--- src/rtl/bs_lut_ld_unpack.sv ---
// rtl/bs_lut_ld_unpack.sv - stream loader for the bit-serial LUT core's ping-pong act/wgt buffers
//
// Unpacks each BUS_DW-bit stream beat into LANES elements of ELEM_DW bits and
// writes them into NUM_BUF per-row/per-column buffers, one lane group per beat.
// Two banks are tracked; a bank stays full (owned by execute) until released.
//
// Ports:
//   clk, rst_n                   clock, synchronous active-low reset
//   cfg_start, cfg_len           start pulse and number of addresses to load
//   busy, done, err              status: loading, completion pulse, sticky error
//   s_axis_t*                    input stream (tdata/tvalid/tlast/tready)
//   bank_full                    per-bank "loaded, owned by execute"
//   ex_release, ex_bank          execute side frees a bank
//   buf_wr_en/addr/sel/data      buffer write port (one enable/element per buffer)
module bs_lut_ld_unpack #(
    parameter int NUM_BUF = 40,
    parameter int ELEM_DW = 4,
    parameter int BUS_DW  = 64,
    parameter int DEPTH   = 512,
    parameter int ADDR_W  = 9
) (
    input  logic                        clk,
    input  logic                        rst_n,
    input  logic                        cfg_start,
    input  logic [ADDR_W:0]             cfg_len,
    output logic                        busy,
    output logic                        done,
    output logic                        err,
    input  logic [BUS_DW-1:0]           s_axis_tdata,
    input  logic                        s_axis_tvalid,
    input  logic                        s_axis_tlast,
    output logic                        s_axis_tready,
    output logic [1:0]                  bank_full,
    input  logic                        ex_release,
    input  logic                        ex_bank,
    output logic [NUM_BUF-1:0]          buf_wr_en,
    output logic [ADDR_W-1:0]           buf_wr_addr,
    output logic                        buf_wr_sel,
    output logic [NUM_BUF*ELEM_DW-1:0]  buf_wr_data
);

    localparam int LANES  = BUS_DW / ELEM_DW;
    localparam int GROUPS = (NUM_BUF + LANES - 1) / LANES;
    localparam int GRP_W  = (GROUPS > 1) ? $clog2(GROUPS) : 1;
    localparam logic [GRP_W-1:0] LAST_GRP = GRP_W'(GROUPS - 1);
    localparam logic [ADDR_W:0]  DEPTH_L  = (ADDR_W+1)'(DEPTH);

    typedef enum logic [1:0] {
        S_IDLE,
        S_WAIT,
        S_LOAD
    } state_t;

    state_t                     r_state;
    state_t                     w_state_nxt;

    logic                       r_ld_bank;
    logic [1:0]                 r_bank_full;
    logic                       r_err;
    logic                       r_done;
    logic [ADDR_W:0]            r_len;
    logic [ADDR_W-1:0]          r_addr;
    logic [GRP_W-1:0]           r_grp;
    logic [NUM_BUF-1:0]         r_wr_en;
    logic [ADDR_W-1:0]          r_wr_addr;
    logic                       r_wr_sel;
    logic [NUM_BUF*ELEM_DW-1:0] r_wr_data;

    logic w_idle_start;
    logic w_cfg_zero;
    logic w_cfg_bad;
    logic w_cfg_ok;
    logic w_xfer;
    logic w_at_last;
    logic w_final;

    assign w_idle_start = cfg_start && (r_state == S_IDLE);
    assign w_cfg_zero   = w_idle_start && (cfg_len == '0);
    assign w_cfg_bad    = w_idle_start && (cfg_len > DEPTH_L);
    assign w_cfg_ok     = w_idle_start && !w_cfg_zero && !w_cfg_bad;

    assign w_xfer    = (r_state == S_LOAD) && s_axis_tvalid;
    // Counter position of the final beat; tlast is only checked against it.
    assign w_at_last = ({1'b0, r_addr} == (r_len - (ADDR_W+1)'(1))) && (r_grp == LAST_GRP);
    assign w_final   = w_xfer && w_at_last;

    always_comb begin
        w_state_nxt = r_state;
        case (r_state)
            S_IDLE: if (w_cfg_ok) w_state_nxt = S_WAIT;
            S_WAIT: if (!r_bank_full[r_ld_bank]) w_state_nxt = S_LOAD;
            S_LOAD: if (w_final) w_state_nxt = S_IDLE;
            default: w_state_nxt = S_IDLE;
        endcase
    end

    always_ff @(posedge clk) begin
        if (!rst_n) r_state <= S_IDLE;
        else        r_state <= w_state_nxt;
    end

    always_ff @(posedge clk) begin
        if (!rst_n) begin
            r_ld_bank   <= 1'b0;
            r_bank_full <= 2'b00;
            r_err       <= 1'b0;
            r_done      <= 1'b0;
            r_len       <= '0;
            r_addr      <= '0;
            r_grp       <= '0;
            r_wr_addr   <= '0;
            r_wr_sel    <= 1'b0;
        end else begin
            r_done <= w_cfg_zero || w_final;

            if (w_cfg_bad || (w_xfer && (s_axis_tlast != w_at_last)))
                r_err <= 1'b1;

            if (w_cfg_ok) begin
                r_len  <= cfg_len;
                r_addr <= '0;
                r_grp  <= '0;
            end

            if (w_xfer) begin
                r_wr_addr <= r_addr;
                r_wr_sel  <= r_ld_bank;
                if (r_grp == LAST_GRP) begin
                    r_grp  <= '0;
                    r_addr <= r_addr + ADDR_W'(1);
                end else begin
                    r_grp <= r_grp + GRP_W'(1);
                end
            end

            // Release first so a completion on the same bank overrides it.
            if (ex_release)
                r_bank_full[ex_bank] <= 1'b0;
            if (w_final) begin
                r_bank_full[r_ld_bank] <= 1'b1;
                r_ld_bank              <= ~r_ld_bank;
            end
        end
    end

    // Buffer b belongs to group b/LANES and takes lane b%LANES; lanes past
    // NUM_BUF in the last group have no buffer and are dropped.
    always_ff @(posedge clk) begin
        if (!rst_n) begin
            r_wr_en   <= '0;
            r_wr_data <= '0;
        end else begin
            for (int b = 0; b < NUM_BUF; b++) begin
                if (w_xfer && (r_grp == GRP_W'(b / LANES))) begin
                    r_wr_en[b] <= 1'b1;
                    r_wr_data[b*ELEM_DW +: ELEM_DW] <=
                        s_axis_tdata[(b % LANES)*ELEM_DW +: ELEM_DW];
                end else begin
                    r_wr_en[b] <= 1'b0;
                end
            end
        end
    end

    assign busy          = (r_state != S_IDLE);
    assign s_axis_tready = (r_state == S_LOAD);
    assign done          = r_done;
    assign err           = r_err;
    assign bank_full     = r_bank_full;
    assign buf_wr_en     = r_wr_en;
    assign buf_wr_addr   = r_wr_addr;
    assign buf_wr_sel    = r_wr_sel;
    assign buf_wr_data   = r_wr_data;

endmodule

--- config.mk ---
export PLATFORM = sky130hd
export DESIGN_NAME = bs_lut_ld_unpack
export DESIGN_NICKNAME = d
export VERILOG_FILES = /design/src/rtl/bs_lut_ld_unpack.sv
export SDC_FILE = /design/constraint.sdc
export NUM_CORES = 1
export LEC_CHECK = 0
export CAP_MARGIN = 20
export CELL_PAD_IN_SITES_DETAIL_PLACEMENT = 1
export CELL_PAD_IN_SITES_GLOBAL_PLACEMENT = 2
export CORE_MARGIN = 2
export CORE_UTILIZATION = 25
export DETAILED_ROUTE_END_ITERATION = 6
export PLACE_DENSITY = 0.8
export SLEW_MARGIN = 25
export SYNTH_ARGS = -nofsm -noshare
export SYNTH_HDL_FRONTEND = slang
export SYNTH_SLANG_ARGS = --single-unit
--- constraint.sdc ---
create_clock -name clk -period 2.42 [get_ports clk]
set_clock_uncertainty 0.05 [all_clocks]
set_input_delay 0.363 -clock clk [delete_from_list [all_inputs] [get_ports clk]]
set_output_delay 0.363 -clock clk [all_outputs]
set_load 0.01 [all_outputs]
# After elaboration in Yosys (flattened, before gate mapping)
# Cells that the tools add are included.
[op_classes] order_cmp=5 n_reduce_logical=24 mul=0 div_mod_pow=0 n_shift=0 mux=22 add_sub_neg=3 eq_ne=9 bitwise_logic=4
[ops] op="2-to-1 mux 9 bit" n=3
[ops] op="2-to-1 mux 2 bit" n=9
[ops] op="logical AND 1 bit" n=14
[ops] op="equality test 9 x 10 -> 1 bit" n=1
[ops] op="greater-than comparator 10 bit (second input constant)" n=1
[ops] op="zero test 10 bit" n=1
[ops] op="subtractor 10 x 1 -> 10 bit (second input constant)" n=1
[ops] op="adder 9 x 1 -> 9 bit (second input constant)" n=1
[ops] op="2-to-1 mux 1 bit" n=7
[ops] op="one-hot mux 2 bit (3 select lines)" n=1
[ops] op="equality test 2 x 1 -> 1 bit (second input constant)" n=2
[ops] op="equality test 2 bit (second input constant)" n=2
[ops] op="zero test 2 bit" n=2
[ops] op="< comparator 1 x 2 -> 1 bit (second input constant)" n=2
[ops] op="inequality test 2 bit (second input constant)" n=2
[ops] op="nonzero test 2 bit" n=2
[ops] op="AND reduction 3 bit" n=1
[ops] op="adder 2 x 1 -> 2 bit (second input constant)" n=1
[ops] op="bitwise AND 2 bit" n=1
[ops] op="demux 1 bit (select 1 bit)" n=2
[ops] op="greater-or-equal comparator 1 bit (second input constant)" n=2
[ops] op="zero test 1 bit" n=2
[ops] op="logical OR 1 bit" n=2
[ops] op="inequality test 2 x 1 -> 1 bit (second input constant)" n=1
[ops] op="other kinds (4)" n=4
[word_totals] latchBits=0 reg_bits=231 rom_bits=0 ramBits=0 mem_count=0

# Logic depth before layout (Yosys ltp)
[logic_depth] word_depth=10 ltp_mapped=10 ltp_nobuf=8

# Worst setup path before layout
# Ideal clock, no wire load.
[synth_timing] path_type="register to register" start="register r_len[0]" end="register r_state[1]" required_ns=2.255 stages_incl_launch_ff=11 t_arrival_ns=2.044 slack_ns=0.211 n_path_buf=2 synth_period_minus_slack_ns=2.209 setup_ns=0.115 cell_sequence="dfxtp_1 > buf_2 > inv_1 > ha_1 > clkbuf_1 > o21bai_1 > a311oi_1 > nor3_1 > a211oi_2 > nand3_2 > a31o_1"
[synth_via] elab_chain_cells=6
[synth_lines] element="from (decl)" line_no="61" source="logic [ADDR_W:0] r_len;"
[synth_lines] element="from (signal assigned)" line_no="120" source="r_len <= cfg_len;"
[synth_lines] element="subtractor 10 x 1 -> 10 bit" line_no="84" source="assign w_at_last = ({1'b0, r_addr} == (r_len - (ADDR_W+1)'(1))) && (r_grp == LAST_GRP);"
[synth_lines] element="equality test 9 x 10 -> 1 bit" line_no="84"
[synth_lines] element="logical AND 1 bit" line_no="84"
[synth_lines] element="logical AND 1 bit" line_no="85" source="assign w_final = w_xfer && w_at_last;"
[synth_lines] element="inequality test 2 x 1 -> 1 bit (no line)"
[synth_lines] element="AND reduction 3 bit (no line)"
[synth_lines] element="to (signal assigned)" line_no="99" source="else r_state <= w_state_nxt;"
[synth_lines] element="to (decl)" line_no="54" source="state_t r_state;"
# Every way passes these cells.
# A chain may end at the register's enable or synchronous reset.

# Final worst setup path
[layout_timing] start="register r_len[1]" end="register r_state[1]"
# Same word-level chain as after synthesis.

==> results.md <==
| Group | Quantity | Reported |
|:---|:---|:---|
| status | Run status | complete, no violations |
| clocking | Post-CTS Resized | 0 |
| global route | Global-route wire length before repair | 43.9 mm |
| clocking | Clock network latency to the later pin of the worst-skew pair | 0.51 ns |
| synthesis | Number of synthesis warnings | 0 |
| timing | Setup violators final | 0 |
| worst hold path | Class of the most critical hold timing path | primary input to flop |
| setup path | Endpoint kind of the worst setup timing path | flop |
| power | Part of the total power dissipated in sequential elements | 45.8% |
| setup path | Worst flop-to-flop path startpoint | r_len[1] |
| timing | Slew margin rel. | 64.9% |
| layout | Combined flip-flop and latch cell area | 0.00402 mm^2 |
| routing | Iter 0 DRT Violations | 234 |
| clocking | TritonCTS clock tree | built |
| floorplanning | Die ar. | 0.0347 mm^2 |
| floorplanning | Width of the die | 186 um |
| synthesis | Most common flop cell mapped by yosys | sky130_fd_sc_hd__dfxtp_1 |
| global route | Largest net degree at the start of global routing | 66 |
| power | Net switching power figure | 1.68 mW |
| clocking | Number of setup buffers added after CTS | 0 |
| placed design | Count of placed standard cells including taps | 1668 |
| power | Switching portion of total power | 22.9% |
| routing | DRC | 0 |
| global route | Antenna violations before repair | 0 |
| timing | Peak clock frequency supported by timing | 433 MHz |
| floorplanning | Boundary pin count | 297 |
| layout | Number of filler instances in the final layout | 3801 |
| power | Total power divided by cell area | 595 mW/mm^2 |
| setup path | Slowest stage cell on the critical path | sky130_fd_sc_hd__or4_4 |
| setup path | Critical path data arrival time | 2.67 ns |
| timing | Period utilisation layout | 95.5% |
| layout | Area of the multi-input gates | 0.00371 mm^2 |
| clocking | Cts bufs inserted | 24 |
| floorplanning | Core Box Area | 0.0326 mm^2 |
| routing | Met2 Routed Length | 14.0 mm |
| setup path | Worst path cell trace | buf_4, or4_4, nor4_2, nor3_1, a211oi_2, nand3_2, a31o_1 |
| power | Pleak | 4.13 nW |
| clocking | # clock sinks | 201 |
| layout | Core utilization of the finished layout | 37.9% |
| clocking | Worst-path clk slew | 0.06 ns |
| global route | GRT overflow | 0 |
| synthesis | Synth Area per Inst | 8.25 um^2 |
| placed design | Gp weighted congestion | 0.758 |
| setup path | Critical register-to-register path endpoint | r_state[1] |
| routing | Met3 routed wirelength | 1.77 mm |
| synthesis | Syn_nets | 1090 |
| floorplanning | Cell Rows | 66 |
| layout | Synthesis-to-finish area growth | 49.0% |
| timing | Setup TNS | 0 ns |
| synthesis | Share of the synthesized area in the top cell type | 48.5% |
| routing | Total Routed Length | 28.6 mm |
| timing | Final Hold Slack | 0.301 ns |
| clocking | Maximum buffer depth of the clock tree | 3 |
| timing | Worst-margin pin slew | 0.526 ns |
| synthesis | Number of flops mapped to enable cells by yosys | 0 |
| synthesis | Count of distinct cell types in the synthesized netlist | 51 |
| power | Combinational Power Share | 7.6% |
| timing | RSZ-0062 raised after global routing | false |
| layout | Number of diodes | 0 |
| routing | Routed length on met1 | 12.2 mm |
| setup path | CP Class | flop to flop |
| synthesis | Mapped Area | 0.00830 mm^2 |
| clocking | Number of buffers added to fix hold violations after cts | 0 |
| worst hold path | Start point of the worst min-delay path | rst_n |
| placed design | Count of buffers from port buffering | 296 |
| routing | Top layer in use | met4 |
| setup path | FF-to-FF setup slack | 0.11 ns |
| power | Maximum vdd ir drop | 0.495 mV |
| layout | Post-layout instance count excluding filler cells | 1710 |
| setup path | CP required | 2.78 ns |
| timing | Final hold violation count | 0 |
| setup path | Depth of the worst register-to-register path | 7 |
| synthesis | Post-Synthesis Cells | 1007 |
| synthesis | Cell type contributing the most total cell area after synthesis | sky130_fd_sc_hd__dfxtp_1 |
| global route | Vias in the first global route | 7838 |
| setup path | Longest individual stage delay on the worst path | 0.52 ns |
| routing | Antenna viol nets, final | 0 |
| layout | Final nets | 1335 |
| power | Share of total power in the clock network | 46.7% |
| setup path | Critical Path Source Type | flop |
| routing | Routed length per placed instance | 16.7 um |
| floorplanning | Starting density of the core | 25.5% |
| setup path | Top fanout value on the critical path | 6 |
| placed design | Detailed placement HPWL | 20.0 mm |
| flow run | Reported max-cap violation count | 0 |
| worst hold path | Worst Hold End | buf_wr_data[34] |
| global route | Overall Global Routing Usage | 16.0% |
| synthesis | Async SR Flop Fraction | 0% |
| worst hold path | Number of stages on the worst hold path | 2 |
| routing | Number of iterations in the first detailed-routing pass | 4 |
| layout | Layout cell share with drive strength beyond 1 | 6.39% |
| floorplanning | Die H | 186 um |
| power | P_int | 5.68 mW |
| routing | Via total after detailed routing | 7668 |
| synthesis | Yosys reg bits | 201 |
| timing | Slew Viols, Final | 0 |
| synthesis | Portion of the post-synthesis area used by sequential elements | 48.5% |
| clocking | H-tree level count | 1 |
| synthesis | Cell types with the largest area share after synthesis | sky130_fd_sc_hd__dfxtp_1 48%, sky130_fd_sc_hd__a21boi_0 17%, sky130_fd_sc_hd__nand2_1 17% |
| clocking | Clock root buffer master | sky130_fd_sc_hd__clkbuf_16 |
| routing | Number of vias per cell | 4.48 |
| timing | Final critical-path required period | 2.31 ns |
-- cells in the final DEF (no fill, tap or decap), drive strengths merged, types with 3 or more instances in the layout --
master,n
o21bai,3
nor3b,3
nor2,19
or2,3
nand2,372
clkinv,4
inv,7
buf,30
clkbuf,38
a21boi,188
nand2b,5
clkdlybuf4s50,295
or3,4
nand3,12
dfxtp,201
a31oi,5
and2,5
o211ai,3
nor4,4
a21oi,3
nor3,7
o21ai,12
xor2,3
nand3b,6
xnor2,5
and3,5
nor2b,3
-- metrics by stage --
stage	power, mW	setup WS, ns	instance area, um^2
5_1_grt	7.67	0.00269	12400
6_report	7.36	0.109	12400
2_1_floorplan	3.69	0.211	8300
3_5_place_dp	4.00	0.0420	11600
4_1_cts	7.50	0.103	12400
3_3_place_gp	4.00	0.00742	11600
-- worst max-delay path, delay by kind of cell, from the launching register on --
family	cells	cell delay, ns
buffers and inverters	1	0.17
DFF	1	0.35
and+or+nand+nor	4	1.04
AOI/OAI and AO/OA	2	0.58
-- per-layer routing --
metal,vias to the layer above,global-route usage (%)
li1,3751,-
met1,3690,19.1
met2,190,29.3
met3,37,3.39
met4,0,3.84
met5,-,0
-- synth_stat cells, drive strengths merged, types with 6 or more instances --
| cell type | instances |
|---|---|
| nand2 | 372 |
| dfxtp | 201 |
| a21boi | 188 |
| buf | 54 |
| clkbuf | 52 |
| nor2 | 19 |
| nand3 | 12 |
| o21ai | 12 |
| inv | 7 |
| nor3 | 7 |
| nand3b | 6 |
-- cell families (layout without fill, tap and decap cells) --
group / after synthesis / after routing / synth area share, %
simple gates: 456 / 456 / 22.9
compound gates: 225 / 225 / 20.1
flops: 201 / 201 / 48.5
buf+inv: 113 / 374 / 7.17
xor+xnor: 8 / 8 / 0.844
fa+ha+maj: 2 / 2 / 0.301
mux: 2 / 2 / 0.256
-- power groups by stage --
stage | clock network [mW] | logic, mW | registers [mW]
floorplan | 0 | 0.239 | 3.45
global placement | 0 | 0.557 | 3.44
detailed placement | 0 | 0.562 | 3.44
CTS | 3.57 | 0.565 | 3.37
global route | 3.69 | 0.605 | 3.37
finish | 3.43 | 0.556 | 3.37
-- layout make-up --
| class | instances | share of cell area, % |
|---|---|---|
| clock buffers | 38 | 5.85 |
| clock inverters | 4 | 0.162 |
| inverters | 7 | 0.212 |
| multi-input cells | 693 | 30.0 |
| flip-flops and latches | 201 | 32.5 |
| well taps | 442 | 4.47 |
| repair buffers | 325 | 26.8 |
-- flip-flops by register name, summed over array words and instances, names as in the netlist --
| name | cells |
|---|---|
| r_state | 2 |
| r_grp | 2 |
| err | 1 |
| bank_full | 2 |
| done | 1 |
| r_ld_bank | 1 |
| buf_wr_data | 160 |
| r_len | 10 |
| buf_wr_addr | 9 |
| buf_wr_sel | 1 |
| buf_wr_en | 3 |
| r_addr | 9 |
-- worst max path at each step --
stage             startpoint             to  slack [ns]  cells after the start
2_1_floorplan       r_len[0]     r_state[1]        0.21                     10
3_3_place_gp      cfg_len[5]      r_addr[4]       0.007                      8
3_5_place_dp      cfg_len[5]      r_addr[4]        0.04                      8
4_1_cts        buf_wr_en[31]  buf_wr_en[24]        0.10                      1
5_1_grt             r_len[0]     r_state[1]       0.003                      7
6_report            r_len[1]     r_state[1]        0.11                      7
Note: power is estimated with default switching activity, not from simulation.
